**config.mk**
```make
export PLATFORM = sky130hd
export DESIGN_NAME = pc_gen
export DESIGN_NICKNAME = d
export VERILOG_FILES = /design/src/rtl/pc_gen_pkg.sv /design/src/rtl/pc_btb.sv /design/src/rtl/pc_gen.sv
export SDC_FILE = /design/constraint.sdc
export NUM_CORES = 2
export LEC_CHECK = 0
export CORE_UTILIZATION = 54
export DETAILED_ROUTE_END_ITERATION = 12
export PLACE_DENSITY = 0.76
export SLEW_MARGIN = 20
export SYNTH_ARGS = -nofsm -noshare
export SYNTH_HDL_FRONTEND = slang
export SYNTH_SLANG_ARGS = --single-unit
```
**constraint.sdc**
```tcl
create_clock -name clk -period 15.6 [get_ports clk]
set_clock_uncertainty 0.1 [all_clocks]
set_input_delay 2.34 -clock clk [delete_from_list [all_inputs] [get_ports clk]]
set_output_delay 2.34 -clock clk [all_outputs]
set_load 0.02 [all_outputs]
```
**src/rtl/pc_gen_pkg.sv**
```systemverilog
// Shared types and constants for the fetch PC generator and its branch target buffer.
package pc_gen_pkg;

  localparam int unsigned XLEN_DEF = 64;
  typedef logic [XLEN_DEF-1:0] addr_t;

  localparam int unsigned PC_INC         = 4;
  localparam logic [1:0]  CTR_WEAK_TAKEN = 2'b10;
  localparam logic [1:0]  CTR_MAX        = 2'b11;

  // Saturating 2-bit direction counter step.
  function automatic logic [1:0] ctr_step(input logic [1:0] ctr, input logic taken);
    if (taken) begin
      return (ctr == CTR_MAX) ? CTR_MAX : ctr + 2'd1;
    end
    return (ctr == 2'd0) ? 2'd0 : ctr - 2'd1;
  endfunction

endpackage

```
**src/rtl/pc_btb.sv**
```systemverilog
// Direct-mapped branch target buffer: combinational lookup, synchronous update.
// Addresses are word addresses (byte address bits [XLEN-1:2]).
module pc_btb
  import pc_gen_pkg::*;
#(
  parameter int unsigned XLEN    = 64,
  parameter int unsigned ENTRIES = 16
) (
  input  logic            clk,
  input  logic            rst,
  input  logic [XLEN-3:0] lkp_word,
  output logic            lkp_taken,
  output logic [XLEN-3:0] lkp_target,
  input  logic            upd_valid,
  input  logic [XLEN-3:0] upd_word,
  input  logic            upd_taken,
  input  logic [XLEN-3:0] upd_target
);

  localparam int unsigned IDX   = $clog2(ENTRIES);
  localparam int unsigned TAG_W = XLEN - 2 - IDX;
  localparam int unsigned TGT_W = XLEN - 2;

  typedef struct packed {
    logic             valid;
    logic [TAG_W-1:0] tag;
    logic [TGT_W-1:0] target;
    logic [1:0]       ctr;
  } btb_entry_t;

  logic [ENTRIES-1:0] valid_q, valid_d;
  logic [1:0]         ctr_q [ENTRIES];
  logic [1:0]         ctr_d [ENTRIES];
  logic [TAG_W-1:0]   tag_q [ENTRIES];
  logic [TGT_W-1:0]   tgt_q [ENTRIES];

  logic [IDX-1:0]   lkp_idx, upd_idx;
  logic [TAG_W-1:0] lkp_tag, upd_tag;
  btb_entry_t       lkp_e, upd_e;
  logic             upd_hit;
  logic             wr_en;

  assign lkp_idx = lkp_word[IDX-1:0];
  assign lkp_tag = lkp_word[XLEN-3:IDX];
  assign upd_idx = upd_word[IDX-1:0];
  assign upd_tag = upd_word[XLEN-3:IDX];

  // Gather the addressed entries for lookup and update.
  always_comb begin
    lkp_e        = '0;
    lkp_e.valid  = valid_q[lkp_idx];
    lkp_e.tag    = tag_q[lkp_idx];
    lkp_e.target = tgt_q[lkp_idx];
    lkp_e.ctr    = ctr_q[lkp_idx];
    upd_e        = '0;
    upd_e.valid  = valid_q[upd_idx];
    upd_e.tag    = tag_q[upd_idx];
    upd_e.target = tgt_q[upd_idx];
    upd_e.ctr    = ctr_q[upd_idx];
  end

  assign lkp_taken  = lkp_e.valid && (lkp_e.tag == lkp_tag) && lkp_e.ctr[1];
  assign lkp_target = lkp_e.target;
  assign upd_hit    = upd_e.valid && (upd_e.tag == upd_tag);

  // Hits train the counter; taken misses allocate as weakly taken.
  always_comb begin
    valid_d = valid_q;
    ctr_d   = ctr_q;
    wr_en   = 1'b0;
    if (upd_valid && !rst) begin
      if (upd_hit) begin
        ctr_d[upd_idx] = ctr_step(upd_e.ctr, upd_taken);
        wr_en          = upd_taken;
      end else if (upd_taken) begin
        valid_d[upd_idx] = 1'b1;
        ctr_d[upd_idx]   = CTR_WEAK_TAKEN;
        wr_en            = 1'b1;
      end
    end
  end

  always_ff @(posedge clk) begin
    if (rst) begin
      valid_q <= '0;
      for (int unsigned i = 0; i < ENTRIES; i++) begin
        ctr_q[i] <= 2'b00;
      end
    end else begin
      valid_q <= valid_d;
      ctr_q   <= ctr_d;
    end
  end

  // Tag and target arrays carry no reset; valid bits qualify them.
  always_ff @(posedge clk) begin
    if (wr_en) begin
      tag_q[upd_idx] <= upd_tag;
      tgt_q[upd_idx] <= upd_target;
    end
  end

endmodule

```
**src/rtl/pc_gen.sv**
```systemverilog
// Fetch PC generator: PC register, next-PC priority mux and BTB-driven prediction.
module pc_gen
  import pc_gen_pkg::*;
#(
  parameter int unsigned     XLEN        = $bits(addr_t),
  parameter logic [XLEN-1:0] RESET_PC    = '0,
  parameter int unsigned     BTB_ENTRIES = 16
) (
  input  logic            clk,
  input  logic            rst,
  input  logic            stall,
  input  logic            trap_valid,
  input  logic [XLEN-1:0] trap_pc,
  input  logic            redirect_valid,
  input  logic [XLEN-1:0] redirect_pc,
  input  logic            upd_valid,
  input  logic [XLEN-1:0] upd_pc,
  input  logic            upd_taken,
  input  logic [XLEN-1:0] upd_target,
  output logic [XLEN-1:0] pc,
  output logic [XLEN-1:0] pc_4,
  output logic [XLEN-1:0] next_pc,
  output logic            pred_taken,
  output logic [XLEN-1:0] pred_target
);

  localparam logic [XLEN-1:0] ALIGN_MASK = ~XLEN'(3);
  localparam logic [XLEN-1:0] RESET_PC_A = RESET_PC & ALIGN_MASK;

  logic [XLEN-1:0] pc_q, pc_d;
  logic [XLEN-3:0] btb_target;
  logic            unused_lsbs;

  assign unused_lsbs = ^{upd_pc[1:0], upd_target[1:0]};

  pc_btb #(
    .XLEN    (XLEN),
    .ENTRIES (BTB_ENTRIES)
  ) u_btb (
    .clk        (clk),
    .rst        (rst),
    .lkp_word   (pc_q[XLEN-1:2]),
    .lkp_taken  (pred_taken),
    .lkp_target (btb_target),
    .upd_valid  (upd_valid),
    .upd_word   (upd_pc[XLEN-1:2]),
    .upd_taken  (upd_taken),
    .upd_target (upd_target[XLEN-1:2])
  );

  assign pc          = pc_q;
  assign pc_4        = pc_q + XLEN'(PC_INC);
  assign pred_target = pred_taken ? {btb_target, 2'b00} : '0;
  assign next_pc     = pc_d;

  // Flushes (trap, redirect) outrank stall; prediction only when free-running.
  always_comb begin
    pc_d = pc_4;
    if (rst) begin
      pc_d = RESET_PC_A;
    end else if (trap_valid) begin
      pc_d = trap_pc & ALIGN_MASK;
    end else if (redirect_valid) begin
      pc_d = redirect_pc & ALIGN_MASK;
    end else if (stall) begin
      pc_d = pc_q;
    end else if (pred_taken) begin
      pc_d = pred_target;
    end
  end

  always_ff @(posedge clk) begin
    if (rst) begin
      pc_q <= RESET_PC_A;
    end else begin
      pc_q <= pc_d;
    end
  end

endmodule

```
==> metrics.md <==
| Metric | Value |
|---|---|
| Status | finished clean |
| Fin. max-slew vios | 0 |
| Die H | just over 400 um |
| Fin cells | between 7000 and 8000 |
| Synth Warn # | 0 |
| DR vias/cell | ~7.3 |
| FP Rows | 150 |
| Adder-cell share of the synthesized area | less than 1% |
| FF+latch count, synth | a little over 2000 |
| H-tree lvl count | 4 |
| Antenna violations before repair | 55 |
| Post-Synth Simple-Gate Area | between 3 and 4% |
| Sequential element share of the synthesized area | roughly 66% |
| GRT Total Usage | a little over a third |
| Most common cell in the synthesized netlist | edfxtp_1 |
| Hold path depth | 2 |
| Final hold violations | 0 |
| Initial Util | between 50% and 60% |
| MaxCap Viol Count | 0 |
| Main combinational cell family by area after synthesis | multiplexers |
| Worst Hold Class | reg -> reg |
| Max rail drop VDD | roughly 120 uV |
| CP Max Fanout | 76 |
| GR Overflow Total | 0 |
| CTS tree | built |
| XOR/XNOR Fraction of Synth Area | under 10% |
| Die width | between 400 and 500 um |
| Most used cell, CP | buf_4 |
| DRT antenna net count | 0 |
| Compound-Gate Fraction of Synth Area | under 10% |
| Yosys top cell by area | edfxtp_1 |
| Worst r2r path cells | 15 |
| Num Clock Sinks | around 2000 |
| Setup ws final | ~4.3 ns |
| # hold bufs at CTS | 0 |
| Slowest CP cell | a221oi_1 |
| Tightest Pin Transition | between 1 and 1.5 ns |
| Cells after DPL | ~7600 |
| HPWL after DPL | slightly below 200000 um |
| Post_cts resized | 0 |
| Layout cell share with drive strength beyond 1 | 20.3% |
| Hold_sp | u_btb.ctr_q[4]$_SDFFE_PP0P_ |
| FF-to-FF Start | pc[2]$_SDFF_PP0_ |
| Port bufs | just over 500 |
| Clk_lat worst skew | 0.88 ns |
| Die ar. | about 170000 sq um |
| Pwr Density | approximately 120 nW/um^2 |
| Setup tns final | 0 ns |
| Post-synth EDFFs | about 1900 |
| Top delay family on crit path | compound AO/OA/AOI/OAI gates |
| CP Buf/Inv Count | 4 |
| CP Class | reg -> out |
| Arrival @ worst endpoint | ~8.9 ns |
| Initial DRC count | 8833 |
| Worst path depth | 15 |
| Worst EP required | roughly 13 ns |
| Total wire length | between 300000 and 400000 um |
| Core Area | between 150000 and 200000 sq um |
| Worst Setup End Kind | output port |
| Placer Congestion | slightly below 1 |
| Period utilization | between 70 and 80% |
| FILL cells | 11500 |
| Area share of the largest cell type after synthesis | 63.5% |
| Average wire per standard cell | about 39 um |
| Leakage | approximately 33 nW |
| Ys flop type | edfxtp_1 |
| Root Buffer | clkbuf_16 |
| Tmin final | approximately 11 ns |
| Worst-path cell chain | buf_4 > buf_4 > mux4_2 > a22o_1 > a221oi_1 > or2_2 > o2111a_1 > nand4_1 > nor4_4 > buf_4 > nand2_8 > a211oi_2 > o31ai_1 > a221oi_1 > clkdlybuf4s50_1 |
| Clock tree buffer depth | 3 |
| Max Fclk | between 80 and 90 MHz |
| Syn_area_per_cell | 17.7 sq um |
| Worst-path clk slew | roughly 0.06 ns |
| Worst setup startpoint | pc[2]$_SDFF_PP0_ |
| Startpoint types | register |
| Postcts setup bufs | 0 |
| Mux cell area share after synthesis | roughly a fifth |
| Post-Synthesis Cells | 5129 |
| Final setup vio count | 0 |
| Vias | approximately 58000 |
| Commonest cells post-synth | edfxtp_1, mux4_2, mux2i_1 |
| Max incr delay on CP | approximately 0.86 ns |
| Vias in the first global route | roughly 55000 |
| Dominant cells by area after synthesis | edfxtp_1, mux4_2, mux2i_1, dfxtp_1, xnor2_1 |
| Area growth, synth to finish | 15.2% |
| Slew margin rel. | 21.7% |
| First-pass GRT wire length | between 400000 and 500000 um |
| Largest net degree at the start of global routing | around 140 |
| Number of remaining DRC errors | 0 |
| Post-layout nets | a little under 6000 |
| CTS buffer count | between 150 and 200 |
| Netlist Area Pre-Place | 90800 sq um |
| Async SR Flop Fraction | 0% |
| Yosys cell types | 89 |
| # IOs | 520 |
| RSZ-0062 raised after global routing | false |
| Drt pass-1 iters | 6 |
| Worst slack, placed | 5.12 ns |
| WHS | 0.359 ns |
## registers in the layout (all words and copies together) (netlist names)
name / cells
pc: 64
u_btb.ctr_q: 32
u_btb.tag_q: 928
u_btb.tgt_q: 992
u_btb.valid_q: 16
## layout by cell type, fill, tap and decap left out, types with 33 or more instances in the layout
cell type / synthesis / routed
a211oi_1: 34 / 33
a211oi_2: 32 / 33
a21oi_1: 166 / 166
a221oi_1: 106 / 106
a22oi_1: 43 / 43
and2_1: 34 / 34
and3_1: 40 / 40
buf_4: 28 / 113
clkbuf_1: 187 / 41
clkbuf_16: 0 / 198
clkdlybuf4s50_1: 0 / 501
clkinv_1: 5 / 44
clkinv_2: 0 / 41
dfxtp_1: 112 / 108
edfxtp_1: 1920 / 1920
inv_1: 94 / 92
mux2_2: 35 / 35
mux2i_1: 399 / 399
mux4_2: 616 / 616
nand2_1: 200 / 199
nand3_1: 53 / 53
nand4_1: 35 / 35
nor2_1: 91 / 85
nor3b_1: 34 / 34
o21ai_0: 72 / 72
o221ai_1: 96 / 96
o22ai_1: 77 / 77
xnor2_1: 111 / 111
## power by group
part,internal [mW],switching (mW),total [mW]
clock network,2.65,2.14,4.79
registers,6.01,0.0722,6.08
logic,0.517,0.828,1.34
total,9.18,3.04,12.2
## final timing paths
path                            endpoint  slack [ns]
min reg2reg  u_btb.ctr_q[4]$_SDFFE_PP0P_        0.36
max reg2reg            pc[19]$_SDFF_PP0_        8.18
max                          next_pc[42]        4.27
min          u_btb.ctr_q[4]$_SDFFE_PP0P_        0.36
## per-layer routing
metal | vias up | global-route usage [%] | part of all wire, %
li1 | 22300 | - | -
met1 | 29700 | 47.0 | 33
met2 | 5201 | 53.6 | 45
met3 | 941 | 13.4 | 15
met4 | 36 | 21.2 | 6.7
met5 | - | 0 | 0.066
## logic make-up after synthesis
kind of cell	after synthesis
flip-flops	2032
AND/OR/NAND/NOR	623
buffers and inverters	479
adder cells (fa/ha/maj)	2
AO/OA/AOI/OAI	803
multiplexers	1050
XOR/XNOR	139
other	1
## metrics by stage
| stage | total power, mW | util [%] | instance area, sq um |
|---|---|---|---|
| 4_1_cts | 12.2 | 62.6 | 105000 |
| 6_report | 12.2 | 62.6 | 105000 |
| 3_3_place_gp | 7.47 | 58.7 | 98000 |
| 2_1_floorplan | 6.91 | - | 90800 |
| 3_5_place_dp | 7.49 | 58.7 | 98000 |
| 5_1_grt | 12.5 | 62.6 | 105000 |
## worst reg2reg max path: stages (launching register included)
cell      delay, ns
dfxtp_4        0.73
buf_4          0.60
buf_4          0.63
mux4_2         0.59
a22o_1         0.24
a221oi_1       0.86
or2_2          0.25
o2111a_1       0.19
nand4_1        0.17
nor4_4         0.29
buf_4          0.47
nand2_8        0.53
buf_4          0.51
a211o_1        0.45
a221oi_2       0.52
nor3_1         0.13
## layout make-up
| type | count | area [sq um] | share of cell area, % |
|---|---|---|---|
| diodes | 32 | 80.1 | 0.0765 |
| clock buffers | 245 | 5190 | 4.96 |
| clock inverters | 127 | 1300 | 1.24 |
| inverters | 102 | 395 | 0.378 |
| multi-input cells | 2619 | 28800 | 27.5 |
| flip-flops and latches | 2032 | 59900 | 57.3 |
| well taps | 2204 | 2760 | 2.64 |
| repair buffers | 635 | 6230 | 5.96 |
No activity file was read; power rests on OpenSTA's default activity.
